File: config.mk
export PLATFORM = sky130hd
export DESIGN_NAME = muldiv_unit
export DESIGN_NICKNAME = d
export VERILOG_FILES = /design/src/rtl/muldiv_pkg.sv /design/src/rtl/muldiv_divider.sv /design/src/rtl/muldiv_unit.sv
export SDC_FILE = /design/constraint.sdc
export NUM_CORES = 1
export LEC_CHECK = 0
export CORE_MARGIN = 10
export CORE_UTILIZATION = 60
export CTS_CLUSTER_SIZE = 14
export DETAILED_ROUTE_END_ITERATION = 8
export DONT_BUFFER_PORTS = 1
export GPL_TIMING_DRIVEN = 1
export PLACE_DENSITY_LB_ADDON = 0.3
export SLEW_MARGIN = 20
export SYNTH_ARGS = -nofsm -noshare
export SYNTH_HDL_FRONTEND = slang
export SYNTH_SLANG_ARGS = --single-unit
File: constraint.sdc
create_clock -name clk -period 5.45 [get_ports clk]
set_input_delay 1.09 -clock clk [delete_from_list [all_inputs] [get_ports clk]]
set_output_delay 1.09 -clock clk [all_outputs]
set_load 0.02 [all_outputs]
File: src/rtl/muldiv_pkg.sv
// muldiv_pkg: shared opcode constants, FSM state type and iteration count
// for the iterative RV32M multiply/divide unit.
package muldiv_pkg;

  localparam logic [2:0] MD_MUL    = 3'd0;
  localparam logic [2:0] MD_MULH   = 3'd1;
  localparam logic [2:0] MD_MULHSU = 3'd2;
  localparam logic [2:0] MD_MULHU  = 3'd3;
  localparam logic [2:0] MD_DIV    = 3'd4;
  localparam logic [2:0] MD_DIVU   = 3'd5;
  localparam logic [2:0] MD_REM    = 3'd6;
  localparam logic [2:0] MD_REMU   = 3'd7;

  localparam int MD_ITERS = 32;

  typedef enum logic [1:0] {
    MD_IDLE = 2'd0,
    MD_CALC = 2'd1,
    MD_DONE = 2'd2
  } md_state_t;

endpackage

File: src/rtl/muldiv_divider.sv
// muldiv_divider: unsigned restoring divider datapath, one quotient bit per
// step. Operates on magnitudes; sign fix-up and special cases live in the top.
// Only present when MULDIV_DIV_EN is defined.
`ifdef MULDIV_DIV_EN
module muldiv_divider #(
  parameter int XLEN = 32
) (
  input  logic            clk,
  input  logic            load,
  input  logic            step,
  input  logic [XLEN-1:0] dividend,
  input  logic [XLEN-1:0] divisor,
  output logic [XLEN-1:0] quotient_next,
  output logic [XLEN-1:0] remainder_next
);

  logic [XLEN-1:0] quo_reg;
  logic [XLEN-1:0] rem_reg;
  logic [XLEN-1:0] div_reg;
  logic [XLEN:0]   shifted;
  logic [XLEN:0]   diff;

  // One restoring step: shift in the next dividend bit, subtract if it fits.
  always_comb begin
    shifted = {rem_reg, quo_reg[XLEN-1]};
    diff    = shifted - {1'b0, div_reg};
    if (!diff[XLEN]) begin
      remainder_next = diff[XLEN-1:0];
      quotient_next  = {quo_reg[XLEN-2:0], 1'b1};
    end else begin
      remainder_next = shifted[XLEN-1:0];
      quotient_next  = {quo_reg[XLEN-2:0], 1'b0};
    end
  end

  // Load operands on accept, then advance one step per CALC cycle.
  always_ff @(posedge clk) begin
    if (load) begin
      quo_reg <= dividend;
      rem_reg <= '0;
      div_reg <= divisor;
    end else if (step) begin
      quo_reg <= quotient_next;
      rem_reg <= remainder_next;
    end
  end

endmodule
`endif

File: src/rtl/muldiv_unit.sv
// muldiv_unit: iterative RV32M multiply/divide with fixed 33-cycle latency.
// Optional divider enabled by defining MULDIV_DIV_EN; without it, divide
// opcodes are rejected with a one-cycle illegal pulse.
module muldiv_unit
  import muldiv_pkg::*;
#(
  parameter int XLEN = 32
) (
  input  logic            clk,
  input  logic            reset,
  input  logic            start,
  input  logic [2:0]      funct3,
  input  logic [4:0]      rd,
  input  logic [XLEN-1:0] rs1_value,
  input  logic [XLEN-1:0] rs2_value,
  output logic            busy,
  output logic            we,
  output logic [4:0]      wr_address,
  output logic [XLEN-1:0] wr_value,
  output logic            illegal
);

  localparam logic [5:0] LAST_ITER = 6'(MD_ITERS - 1);

  md_state_t         state_reg, state_next;
  logic [5:0]        cnt_reg;
  logic [2:0]        funct3_reg;
  logic [4:0]        rd_reg;
  logic [XLEN-1:0]   a_mag_reg;
  logic [2*XLEN-1:0] acc_reg, acc_next;
  logic              neg_reg;
  logic              start_accept, illegal_next, last_step;
  logic              sign_a, sign_b, a_neg, b_neg;
  logic [XLEN-1:0]   a_mag, b_mag;
  logic [XLEN:0]     acc_sum;
  logic [2*XLEN-1:0] prod_signed;
  logic [XLEN-1:0]   result;
  logic              we_reg, illegal_reg;
  logic [4:0]        wr_address_reg;
  logic [XLEN-1:0]   wr_value_reg;

`ifdef MULDIV_DIV_EN
  logic            a_neg_reg, b_zero_reg;
  logic [XLEN-1:0] quo_next, rem_next, dividend_raw;
`endif

  // Operand signedness and magnitude conversion from the incoming request.
  always_comb begin
    sign_a = (funct3 == MD_MULH) || (funct3 == MD_MULHSU) ||
             (funct3 == MD_DIV)  || (funct3 == MD_REM);
    sign_b = (funct3 == MD_MULH) || (funct3 == MD_DIV) || (funct3 == MD_REM);
    a_neg  = sign_a & rs1_value[XLEN-1];
    b_neg  = sign_b & rs2_value[XLEN-1];
    a_mag  = a_neg ? -rs1_value : rs1_value;
    b_mag  = b_neg ? -rs2_value : rs2_value;
  end

  // FSM state register.
  always_ff @(posedge clk) begin
    if (reset) state_reg <= MD_IDLE;
    else       state_reg <= state_next;
  end

  // Next-state logic and request acceptance.
  always_comb begin
    state_next   = state_reg;
    start_accept = 1'b0;
    illegal_next = 1'b0;
    case (state_reg)
      MD_IDLE: begin
        if (start) begin
`ifdef MULDIV_DIV_EN
          start_accept = 1'b1;
          state_next   = MD_CALC;
`else
          if (funct3[2]) begin
            illegal_next = 1'b1;
          end else begin
            start_accept = 1'b1;
            state_next   = MD_CALC;
          end
`endif
        end
      end
      MD_CALC: if (cnt_reg == LAST_ITER) state_next = MD_DONE;
      MD_DONE: state_next = MD_IDLE;
      default: state_next = MD_IDLE;
    endcase
  end

  assign last_step = (state_reg == MD_CALC) && (cnt_reg == LAST_ITER);

  // Radix-2 shift-add: low half starts as the multiplier, product builds in place.
  always_comb begin
    acc_sum     = {1'b0, acc_reg[2*XLEN-1:XLEN]} + (acc_reg[0] ? {1'b0, a_mag_reg} : '0);
    acc_next    = {acc_sum, acc_reg[XLEN-1:1]};
    prod_signed = neg_reg ? -acc_next : acc_next;
  end

  // Operand latch on accept and multiplier iteration during CALC.
  always_ff @(posedge clk) begin
    if (start_accept) begin
      funct3_reg <= funct3;
      rd_reg     <= rd;
      a_mag_reg  <= a_mag;
      acc_reg    <= {{XLEN{1'b0}}, b_mag};
      neg_reg    <= a_neg ^ b_neg;
      cnt_reg    <= '0;
    end else if (state_reg == MD_CALC) begin
      acc_reg <= acc_next;
      cnt_reg <= cnt_reg + 6'd1;
    end
  end

`ifdef MULDIV_DIV_EN
  muldiv_divider #(.XLEN(XLEN)) u_divider (
    .clk            (clk),
    .load           (start_accept),
    .step           (state_reg == MD_CALC),
    .dividend       (a_mag),
    .divisor        (b_mag),
    .quotient_next  (quo_next),
    .remainder_next (rem_next)
  );

  // Divide-specific flags kept for the final sign fix-up and special cases.
  always_ff @(posedge clk) begin
    if (start_accept) begin
      a_neg_reg  <= a_neg;
      b_zero_reg <= (rs2_value == '0);
    end
  end

  assign dividend_raw = a_neg_reg ? -a_mag_reg : a_mag_reg;
`endif

  // Final result selection from the last iteration's combinational outputs.
  // Signed overflow needs no substitution: |MIN|/1 = 0x80000000 with equal
  // signs and a zero remainder already yields the required values.
  always_comb begin
    result = prod_signed[XLEN-1:0];
    case (funct3_reg)
      MD_MUL:                       result = prod_signed[XLEN-1:0];
      MD_MULH, MD_MULHSU, MD_MULHU: result = prod_signed[2*XLEN-1:XLEN];
`ifdef MULDIV_DIV_EN
      MD_DIV, MD_DIVU: result = b_zero_reg ? '1 : (neg_reg ? -quo_next : quo_next);
      MD_REM, MD_REMU: result = b_zero_reg ? dividend_raw : (a_neg_reg ? -rem_next : rem_next);
`endif
      default: result = prod_signed[XLEN-1:0];
    endcase
  end

  // Registered writeback outputs; they hold between operations.
  always_ff @(posedge clk) begin
    if (reset) begin
      we_reg         <= 1'b0;
      illegal_reg    <= 1'b0;
      wr_address_reg <= '0;
      wr_value_reg   <= '0;
    end else begin
      we_reg      <= 1'b0;
      illegal_reg <= illegal_next;
      if (last_step) begin
        we_reg         <= (rd_reg != 5'd0);
        wr_address_reg <= rd_reg;
        wr_value_reg   <= result;
      end
    end
  end

  assign busy       = (state_reg != MD_IDLE);
  assign we         = we_reg;
  assign illegal    = illegal_reg;
  assign wr_address = wr_address_reg;
  assign wr_value   = wr_value_reg;

endmodule

==> results.txt, run 1 <==
Run status -> completed
Placer congestion estimate -> 0.933
Final Critical Period -> 4.82 ns
Layout Skew -> 0.0114 ns
DPL Wire Length -> 21,100 microns
Async SR Flop Fraction -> 0%
Finished layout cell area -> 11,200 sq um
Peak fanout along the critical path -> 32
Logic gate share of total power -> 32.5%
Core footprint -> 17,200 sq um
CTS tree -> yes
Worst path most repeated cell -> a21oi_1
Die height -> 152 microns
Commonest non-fill, non-tap cell in the layout -> nand2_1
Diode count -> 0
# hold bufs at CTS -> 0
Root Buffer -> clkbuf_16
Max FFs per register -> 64
Top cell family by delay on the critical path -> compound AO/OA/AOI/OAI gates
Initial DRT Pass Iterations -> 7
Relative slew slack -> 31.5%
Initial antenna violation count -> 0
Maximum root-to-sink buffer count -> 2
# IOs -> 115
Via Count -> 8,980
Fillcell total -> 1,499
Ranking of synthesized cells by area -> edfxtp_1, dfxtp_1, xor2_1
Pwr Density -> 343 nW/um^2
Max cap viols -> 0
Final period utilization -> 88.5%
Sinks on Clock Net -> 152
Gr ovfl total -> 0
Die span in x -> 152 microns
Most frequent cells in the layout -> nand2_1, nor2_1, a21oi_1, o21ai_0, dfxtp_1
Worst-margin pin slew -> 1.02 ns
GRT Total Usage -> 23.1%
Placed inst area -> 10,600 sq um
Largest net degree at the start of global routing -> 70
Antenna-violating nets left -> 0
Setup TNS -> 0 ns
Worst endpoint required time -> 5.81 ns
Max Slew Vio Count -> 0
Switching power total -> 1360 uW
Syn Nets -> 1,355
Area delta synth->final -> 7.07%
Starting DRT DRC Count -> 834
FF+latch count, synth -> 152
Ys flop type -> dfxtp_1
Clk pwr share -> 30.1%
Critical path arrival -> 5.18 ns
Die area -> 23,000 sq um
Remaining DRCs -> 0
Reg power frac -> 37.4%
Internal power -> 2470 uW
Via-to-Cell Ratio -> 6.18
Via count of the first global-routing pass -> 8,503
Core Rows -> 48
CP endpoint kind -> flip-flop
Clock Pin Slew Worst Setup and Hold Paths -> 0.06 ns
Sequential area share after synthesis -> 36.2%
Synth warn -> 0
Hold WC Path Type -> reg2reg
Cts bufs inserted -> 17
Nets -> 1,327
Post-CTS sizing -> 0
Number of synthesized flops with an enable pin -> 73
Pleak -> 0.00410 uW
IO Port Bufs -> 0
RSZ-0062 raised after global routing -> false
Synth cell types -> 69
Type of origin of the critical path -> flip-flop
Gate Count Post-Synth -> 1,243
Critical path buffer and inverter count -> 1
Synthesized area -> 10,400 sq um
Yosys top cell by area -> edfxtp_1
Routed WL -> 27,900 microns
Net Sw Frac -> 35.6%
CP cell instances -> and2_1 -> ha_1 -> inv_1 -> fa_1 -> nand2b_1 -> a21oi_1 -> o211ai_1 -> a21oi_1 -> o2111ai_1 -> nor4_4 -> nand3_1 -> o41ai_1 -> xnor2_1 -> nor2_1 -> o21ai_0
Starting Density -> 60.7%
Crit path kind -> reg2reg
Worst path max stage delay -> 0.77 ns
Endpoints failing hold -> 0
Max Fclk -> 0.207 GHz
Syn_area_per_cell -> 8.39 sq um
Post-CTS setup buffer count -> 0
Setup violations, final -> 0
Average wire per standard cell -> 19.2 microns
Worst path slowest cell -> edfxtp_1
Worst skew pair latency -> 0.44 ns
Layout cell share with drive strength beyond 1 -> 6.11%
Max IR drop VDD -> 290 uV
Area fraction of the dominant cell type after synthesis -> 21.0%
H-tree depth -> 4
First-pass GRT wire length -> 44,600 microns
cell type report:
| cell class | instances | area, sq um | area share, % |
|---|---|---|---|
| Multi-Input combinational cell | 998 | 6300 | 56.5 |
| Sequential cell | 152 | 3770 | 33.8 |
| Clock buffer | 20 | 437 | 3.91 |
| Tap cell | 225 | 282 | 2.52 |
| Timing Repair Buffer | 16 | 128 | 1.14 |
| Clock inverter | 12 | 126 | 1.13 |
| Inverter | 30 | 113 | 1.01 |
routing by layer:
layer | global-route usage (%) | up-vias | wire length [microns]
met4 | 7.93 | 0 | 719
met1 | 28.9 | 4166 | 11900
met2 | 38.5 | 322 | 13300
li1 | - | 4438 | -
met3 | 5.11 | 54 | 1950
met5 | 0 | - | 0
final timing paths:
path / depth (start not counted) / endpoint / slack [ns] / startpoint
setup / recovery: 15 / wr_value[28] / 0.63 / acc_reg[0]
hold / removal: 2 / acc_reg[34] / 0.46 / acc_reg[34]
hold reg to reg: 2 / acc_reg[34] / 0.46 / acc_reg[34]
setup reg to reg: 15 / wr_value[28] / 0.63 / acc_reg[0]
synth_stat cells, types with 13 or more instances:
cell type and count:
a211oi_1 14, a21o_1 16, a21oi_1 114, and2_1 46
clkbuf_1 53, dfxtp_1 79, edfxtp_1 73, ha_1 36
inv_1 30, nand2_1 131, nand2b_1 14, nand3_1 20
nor2_1 116, nor3_1 29, o211ai_1 14, o21ai_0 91
o31ai_1 27, o41ai_1 13, or2_2 13, or3_1 14
xnor2_1 67, xor2_1 78
power groups by stage:
stage,Clock [uW],Sequential (uW),Combinational (uW)
finish,1150,1430,1250
global route,1210,1450,1360
CTS,1160,1430,1230
detailed placement,0,1460,1220
global placement,0,1450,1200
floorplan,0,1410,938
cell families (layout without fill, tap and decap cells):
group	Yosys count	count (layout)	share of synthesized area, %
buffers and inverters	93	78	3.46
AOI/OAI and AO/OA	363	363	21.8
muxes	4	4	0.396
xor gates and xnor gates	145	145	12.2
DFF	152	152	36.2
and+or+nand+nor	449	449	21.5
adders and majority gates	37	37	4.51
tightest hold or removal path, delay by kind of cell (launching register included):
family,cells,cell delay (ns)
simple gates,1,0.05
flops,1,0.31
compound gates,1,0.06
through the flow:
step                std cells  setup slack [ns]  utilization, %  hold slack, ns  total power (uW)
detailed placement       1420             0.668            61.6           0.455              2680
global placement         1420             0.872            61.6           0.443              2660
floorplan                1243              1.52               -           0.432              2350
CTS                      1452             0.676            64.9           0.466              3820
global route             1453             0.243            65.0           0.493              4020
finish                   1453             0.627            65.0           0.464              3830
No activity file was read; power rests on OpenSTA's default activity.
==> inputs of run 2 (changes only) <==
--- a/config.mk
+++ b/config.mk
@@ -5,13 +5,16 @@
 export SDC_FILE = /design/constraint.sdc
 export NUM_CORES = 1
 export LEC_CHECK = 0
+export CELL_PAD_IN_SITES_DETAIL_PLACEMENT = 0
+export CELL_PAD_IN_SITES_GLOBAL_PLACEMENT = 1
 export CORE_MARGIN = 10
-export CORE_UTILIZATION = 60
+export CORE_UTILIZATION = 49
 export CTS_CLUSTER_SIZE = 14
 export DETAILED_ROUTE_END_ITERATION = 8
 export DONT_BUFFER_PORTS = 1
 export GPL_TIMING_DRIVEN = 1
 export PLACE_DENSITY_LB_ADDON = 0.3
+export SKIP_CTS_REPAIR_TIMING = 1
 export SLEW_MARGIN = 20
 export SYNTH_ARGS = -nofsm -noshare
 export SYNTH_HDL_FRONTEND = slang
==> run 2 against run 1 <==
  * Non-clock buffer count down 1
  * Wire length up 5.0%
  * Maximum frequency up 1.7%
  * Core utilization down 11 points
  * Setup slack better by 0.082 ns
  * Die area up 19%
  * Critical path depth unchanged
  * Final area up 0.73%
  * Sequential share of layout area down 0.24 points
  * Final cell count up 3.4%
  * Global-route usage down 3.0 points
  * Largest cell class unchanged
==> results.txt, run 2 (synthesized netlist as in run 1, its figures left out) <==
Run status -> completed
Starting DRT DRC Count -> 788
Area delta synth->final -> 7.85%
Final period utilization -> 87.0%
Worst skew pair latency -> 0.44 ns
Max Slew Vio Count -> 0
Root Buffer -> clkbuf_16
Crit path kind -> reg2reg
Peak fanout along the critical path -> 32
Routed WL -> 29,300 microns
Remaining DRCs -> 0
Die height -> 166 microns
Largest net degree at the start of global routing -> 76
Layout Skew -> 0.0136 ns
Worst hold margin -> 0.469 ns
Endpoints failing hold -> 0
Final WS setup -> 0.709 ns
Gr ovfl total -> 0
DPL Wire Length -> 22,100 microns
CP endpoint kind -> flip-flop
Antenna-violating nets left -> 0
Pleak -> 0.00411 uW
Max FFs per register -> 64
Nets -> 1,326
CP cell instances -> nand2_1 -> inv_1 -> ha_1 -> a211oi_1 -> o31ai_1 -> buf_4 -> a31oi_1 -> xor2_1 -> o2111ai_1 -> nor4_4 -> nand3_1 -> o41ai_1 -> xnor2_1 -> nor2_1 -> o21ai_0
Setup TNS -> 0 ns
Pwr Density -> 348 nW/um^2
Via count of the first global-routing pass -> 8,258
Critical path buffer and inverter count -> 2
Core footprint -> 21,000 sq um
IO Port Bufs -> 0
Pre-CTS WS -> 0.752 ns
# IOs -> 115
Worst-margin pin slew -> 1.11 ns
Maximum root-to-sink buffer count -> 2
Via-to-Cell Ratio -> 5.96
Placer congestion estimate -> 0.931
Max Fclk -> 0.211 GHz
Critical path arrival -> 5.10 ns
Layout cell share with drive strength beyond 1 -> 6.28%
Type of origin of the critical path -> flip-flop
Worst endpoint required time -> 5.81 ns
Initial DRT Pass Iterations -> 5
Max IR drop VDD -> 225 uV
GRT Total Usage -> 20.1%
Most frequent cells in the layout -> nand2_1, nor2_1, a21oi_1, o21ai_0, dfxtp_1
Fillcell total -> 2,022
Top cell family by delay on the critical path -> compound AO/OA/AOI/OAI gates
Average wire per standard cell -> 19.5 microns
Initial antenna violation count -> 0
Diode count -> 0
RSZ-0062 raised after global routing -> false
Commonest non-fill, non-tap cell in the layout -> nand2_1
Max cap viols -> 0
Clock Pin Slew Worst Setup and Hold Paths -> 0.07 ns
H-tree depth -> 4
Worst path slowest cell -> edfxtp_1
CTS tree -> yes
Hold WC Path Type -> reg2reg
Final Critical Period -> 4.74 ns
Via Count -> 8,948
First-pass GRT wire length -> 45,800 microns
Worst path max stage delay -> 0.80 ns
Cts bufs inserted -> 17
Die span in x -> 166 microns
Relative slew slack -> 25.4%
Starting Density -> 49.7%
Die area -> 27,500 sq um
Sinks on Clock Net -> 152
Setup violations, final -> 0
Core Rows -> 53
## run 2: cell types whose count changed in the layout (fill, tap and decap cells not counted), sizes merged
cell,delta
clkinv,-6
bufinv,-1
inv,+9
buf,-1
clkbuf,-2
## run 2: power breakdown
group	switching, uW	internal (uW)	leakage, uW
Sequential	99.1	1330	0.00133
Combinational	800	464	0.00250
Clock	537	675	0.000290
## run 2: cell type report
cell class,count,area (sq um),share of cell area [%]
Clock buffer,18,450,4.01
Multi-Input combinational cell,998,6300,56.1
Sequential cell,152,3770,33.6
Clock inverter,14,146,1.30
Tap cell,275,344,3.06
Timing Repair Buffer,15,113,1.00
Inverter,30,113,1.00
## run 2: worst paths after layout
path         slack, ns      endpoint  depth (start not counted)   startpoint
min               0.47   acc_reg[52]                          2  acc_reg[52]
max reg2reg       0.71  wr_value[28]                         15   acc_reg[0]
min reg2reg       0.47   acc_reg[52]                          2  acc_reg[52]
max               0.71  wr_value[28]                         15   acc_reg[0]
## run 2: layer usage
metal	vias to the layer above	share of wire, %	wire, microns	track usage [%]
li1	4439	-	-	-
met3	45	6.5	1900	3.86
met5	-	0	0	0
met2	289	46	13400	31.9
met1	4175	45	13300	26.6
met4	0	2.3	676	7.32
## run 2: tightest hold or removal path, delay by kind of cell (launching register included)
kind / cells / cell delay [ns]
AND/OR/NAND/NOR: 1 / 0.05
flip-flops: 1 / 0.31
AO/OA/AOI/OAI: 1 / 0.06
## run 2: per-stage QoR
stage / instance area, sq um / total power (uW) / utilization, % / instances
floorplan: 10400 / 2350 / - / 1243
global placement: 10600 / 2690 / 50.8 / 1470
detailed placement: 10600 / 2700 / 50.8 / 1470
CTS: 11200 / 3910 / 53.7 / 1502
global route: 11200 / 4100 / 53.7 / 1502
finish: 11200 / 3910 / 53.7 / 1502
==> inputs of run 3 (changes only) <==
--- a/config.mk
+++ b/config.mk
@@ -13,7 +13,7 @@
 export DETAILED_ROUTE_END_ITERATION = 8
 export DONT_BUFFER_PORTS = 1
 export GPL_TIMING_DRIVEN = 1
-export PLACE_DENSITY_LB_ADDON = 0.3
+export PLACE_DENSITY_LB_ADDON = 0.05
 export SKIP_CTS_REPAIR_TIMING = 1
 export SLEW_MARGIN = 20
 export SYNTH_ARGS = -nofsm -noshare
==> constraint.sdc (replaced) <==
create_clock -name clk -period 4.39 [get_ports clk]
set_input_delay 0.878 -clock clk [delete_from_list [all_inputs] [get_ports clk]]
set_output_delay 0.878 -clock clk [all_outputs]
set_load 0.02 [all_outputs]
==> run 3 against run 2 <==
  * Register-to-register slack worse by 0.39 ns
  * Non-clock buffer count increased by 28
  * Core utilization grew 1.3 points
  * Sequential share of layout area shrank 0.78 points
  * Sequential cell count did not move
  * Die area is the same
  * Combinational power grew 36%
  * Sequential power up 24%
  * Worst hold slack worse by 0.0040 ns
  * Final cell count up 1.9%
  * Critical path type unchanged
  * Largest power group unchanged
==> results.txt, run 3 (synthesized netlist as in run 1, its figures left out) <==
Starting DRT DRC Count -> 769
Fillcell total -> 2,048
Peak fanout along the critical path -> 8
Routed wl met2 -> 13,600 microns
First-pass GRT wire length -> 48,000 microns
Type of origin of the critical path -> flip-flop
Starting Density -> 49.7%
RSZ-0062 raised after global routing -> true
DPL Wire Length -> 23,100 microns
Most frequent cells in the layout -> nand2_1, nor2_1, a21oi_1, o21ai_0, dfxtp_1
Hold path depth -> 2
Core Rows -> 53
Die height -> 166 microns
Final core utilization -> 54.9%
Pwr Density -> 438 nW/um^2
Layout Skew -> 0.0114 ns
Critical path arrival -> 4.41 ns
R2r setup slk -> 0.31 ns
Critical path buffer and inverter count -> 1
Top cell family by delay on the critical path -> simple AND/OR/NAND/NOR gates
Endpoints failing hold -> 0
Worst path max stage delay -> 0.51 ns
Worst path slowest cell -> edfxtp_1
Max Fclk -> 0.245 GHz
Max IR drop VDD -> 266 uV
Setup TNS -> 0 ns
Worst Hold Endpoint -> acc_reg[58]
Largest net degree at the start of global routing -> 59
CP cell instances -> buf_2 -> and2_1 -> ha_1 -> and3_1 -> and3_1 -> a22o_1 -> o2111a_1 -> or3_1 -> a222oi_1 -> nand3b_1 -> nor2_1 -> a41oi_1 -> xor2_1 -> a311oi_1
Nets -> 1,354
Core footprint -> 21,000 sq um
Run status -> completed
Area delta synth->final -> 10.4%
Worst Reg-to-Reg Cells -> 14
Via count of the first global-routing pass -> 8,565
Met1 WL -> 14,300 microns
Maximum root-to-sink buffer count -> 2
Layout cell share with drive strength beyond 1 -> 8.76%
IO Port Bufs -> 0
Max Slew Vio Count -> 0
H-tree depth -> 4
Initial DRT Pass Iterations -> 8
First element of the critical path -> acc_reg[0]
Via-to-Cell Ratio -> 5.86
Crit path kind -> reg2reg
Via Count -> 8,971
GRT Total Usage -> 21.3%
Worst-margin pin slew -> 0.826 ns
Worst path most repeated cell -> and3_1
Die area -> 27,500 sq um
Placer congestion estimate -> 0.905
Gr ovfl total -> 0
Worst endpoint required time -> 4.73 ns
Root Buffer -> clkbuf_16
Antenna-violating nets left -> 0
Routed WL -> 30,200 microns
# IOs -> 115
Reg2reg end -> wr_value[31]
Reg-to-reg startpoint -> acc_reg[0]
Max cap viols -> 0
Met3 wire len -> 1800 microns
Worst skew pair latency -> 0.43 ns
Remaining DRCs -> 0
Final Critical Period -> 4.08 ns
Initial antenna violation count -> 0
Worst hold margin -> 0.465 ns
Pleak -> 0.00428 uW
CTS tree -> yes
Final period utilization -> 92.8%
Uppermost routed layer -> met4
Relative slew slack -> 45.0%
Diode count -> 0
Die span in x -> 166 microns
Hold wc startpoint -> acc_reg[58]
Average wire per standard cell -> 19.7 microns
Clock Pin Slew Worst Setup and Hold Paths -> 0.07 ns
Sinks on Clock Net -> 152
CP endpoint kind -> flip-flop
Cts bufs inserted -> 17
Max FFs per register -> 64
Hold WC Path Type -> reg2reg
Commonest non-fill, non-tap cell in the layout -> nand2_1
Setup violations, final -> 0
==> run 3: cell count changes in the layout (fill, tap and decap cells not counted), sizes merged <==
cell	delta
bufinv	+1
inv	-6
clkinvlp	-2
clkinv	+4
buf	+28
clkbuf	+3
==> run 3: worst max-delay path by stage <==
stage	endpoint	slack, ns	cells after the start
6_report	wr_value[31]	0.31	14
5_1_grt	wr_value[28]	-0.05	14
4_1_cts	wr_value[28]	0.12	14
3_5_place_dp	wr_value[28]	0.15	14
3_3_place_gp	wr_value[28]	0.23	13
2_1_floorplan	wr_value[28]	0.46	16
==> run 3: routing by layer <==
metal | global-route usage (%) | up-vias
li1 | - | 4498
met1 | 29.3 | 4209
met2 | 33.0 | 238
met3 | 4.38 | 26
met4 | 5.62 | 0
met5 | 0 | -
==> run 3: metrics by stage <==
stage / cell area, sq um / total power, uW / cells / worst slack [ns]
2_1_floorplan: 10400 / 2920 / 1243 / 0.462
3_3_place_gp: 10800 / 3490 / 1494 / 0.235
3_5_place_dp: 10800 / 3490 / 1494 / 0.148
4_1_cts: 11500 / 5050 / 1526 / 0.124
5_1_grt: 11500 / 5310 / 1530 / -0.0471
6_report: 11500 / 5050 / 1530 / 0.314
==> run 3: final cells by class <==
class | count | area [sq um] | share of cell area, %
clock inverters | 11 | 131 | 1.14
well taps | 275 | 344 | 2.99
flip-flops and latches | 152 | 3770 | 32.8
multi-input cells | 998 | 6330 | 55.0
repair buffers | 43 | 328 | 2.85
inverters | 30 | 113 | 0.978
clock buffers | 21 | 493 | 4.28
==> run 3: worst register-to-register path, stage by stage, from the launching register on <==
cell,delay (ns)
edfxtp_1,0.51
buf_2,0.21
and2_1,0.15
ha_1,0.35
and3_1,0.28
and3_1,0.22
a22o_1,0.23
o2111a_1,0.27
or3_1,0.34
a222oi_1,0.44
nand3b_1,0.23
nor2_1,0.20
a41oi_1,0.15
xor2_1,0.17
a311oi_1,0.25
==> run 3: power by group <==
group	switching, uW	internal [uW]	total [uW]
Sequential	129	1650	1780
Clock	624	930	1550
Combinational	1040	672	1710
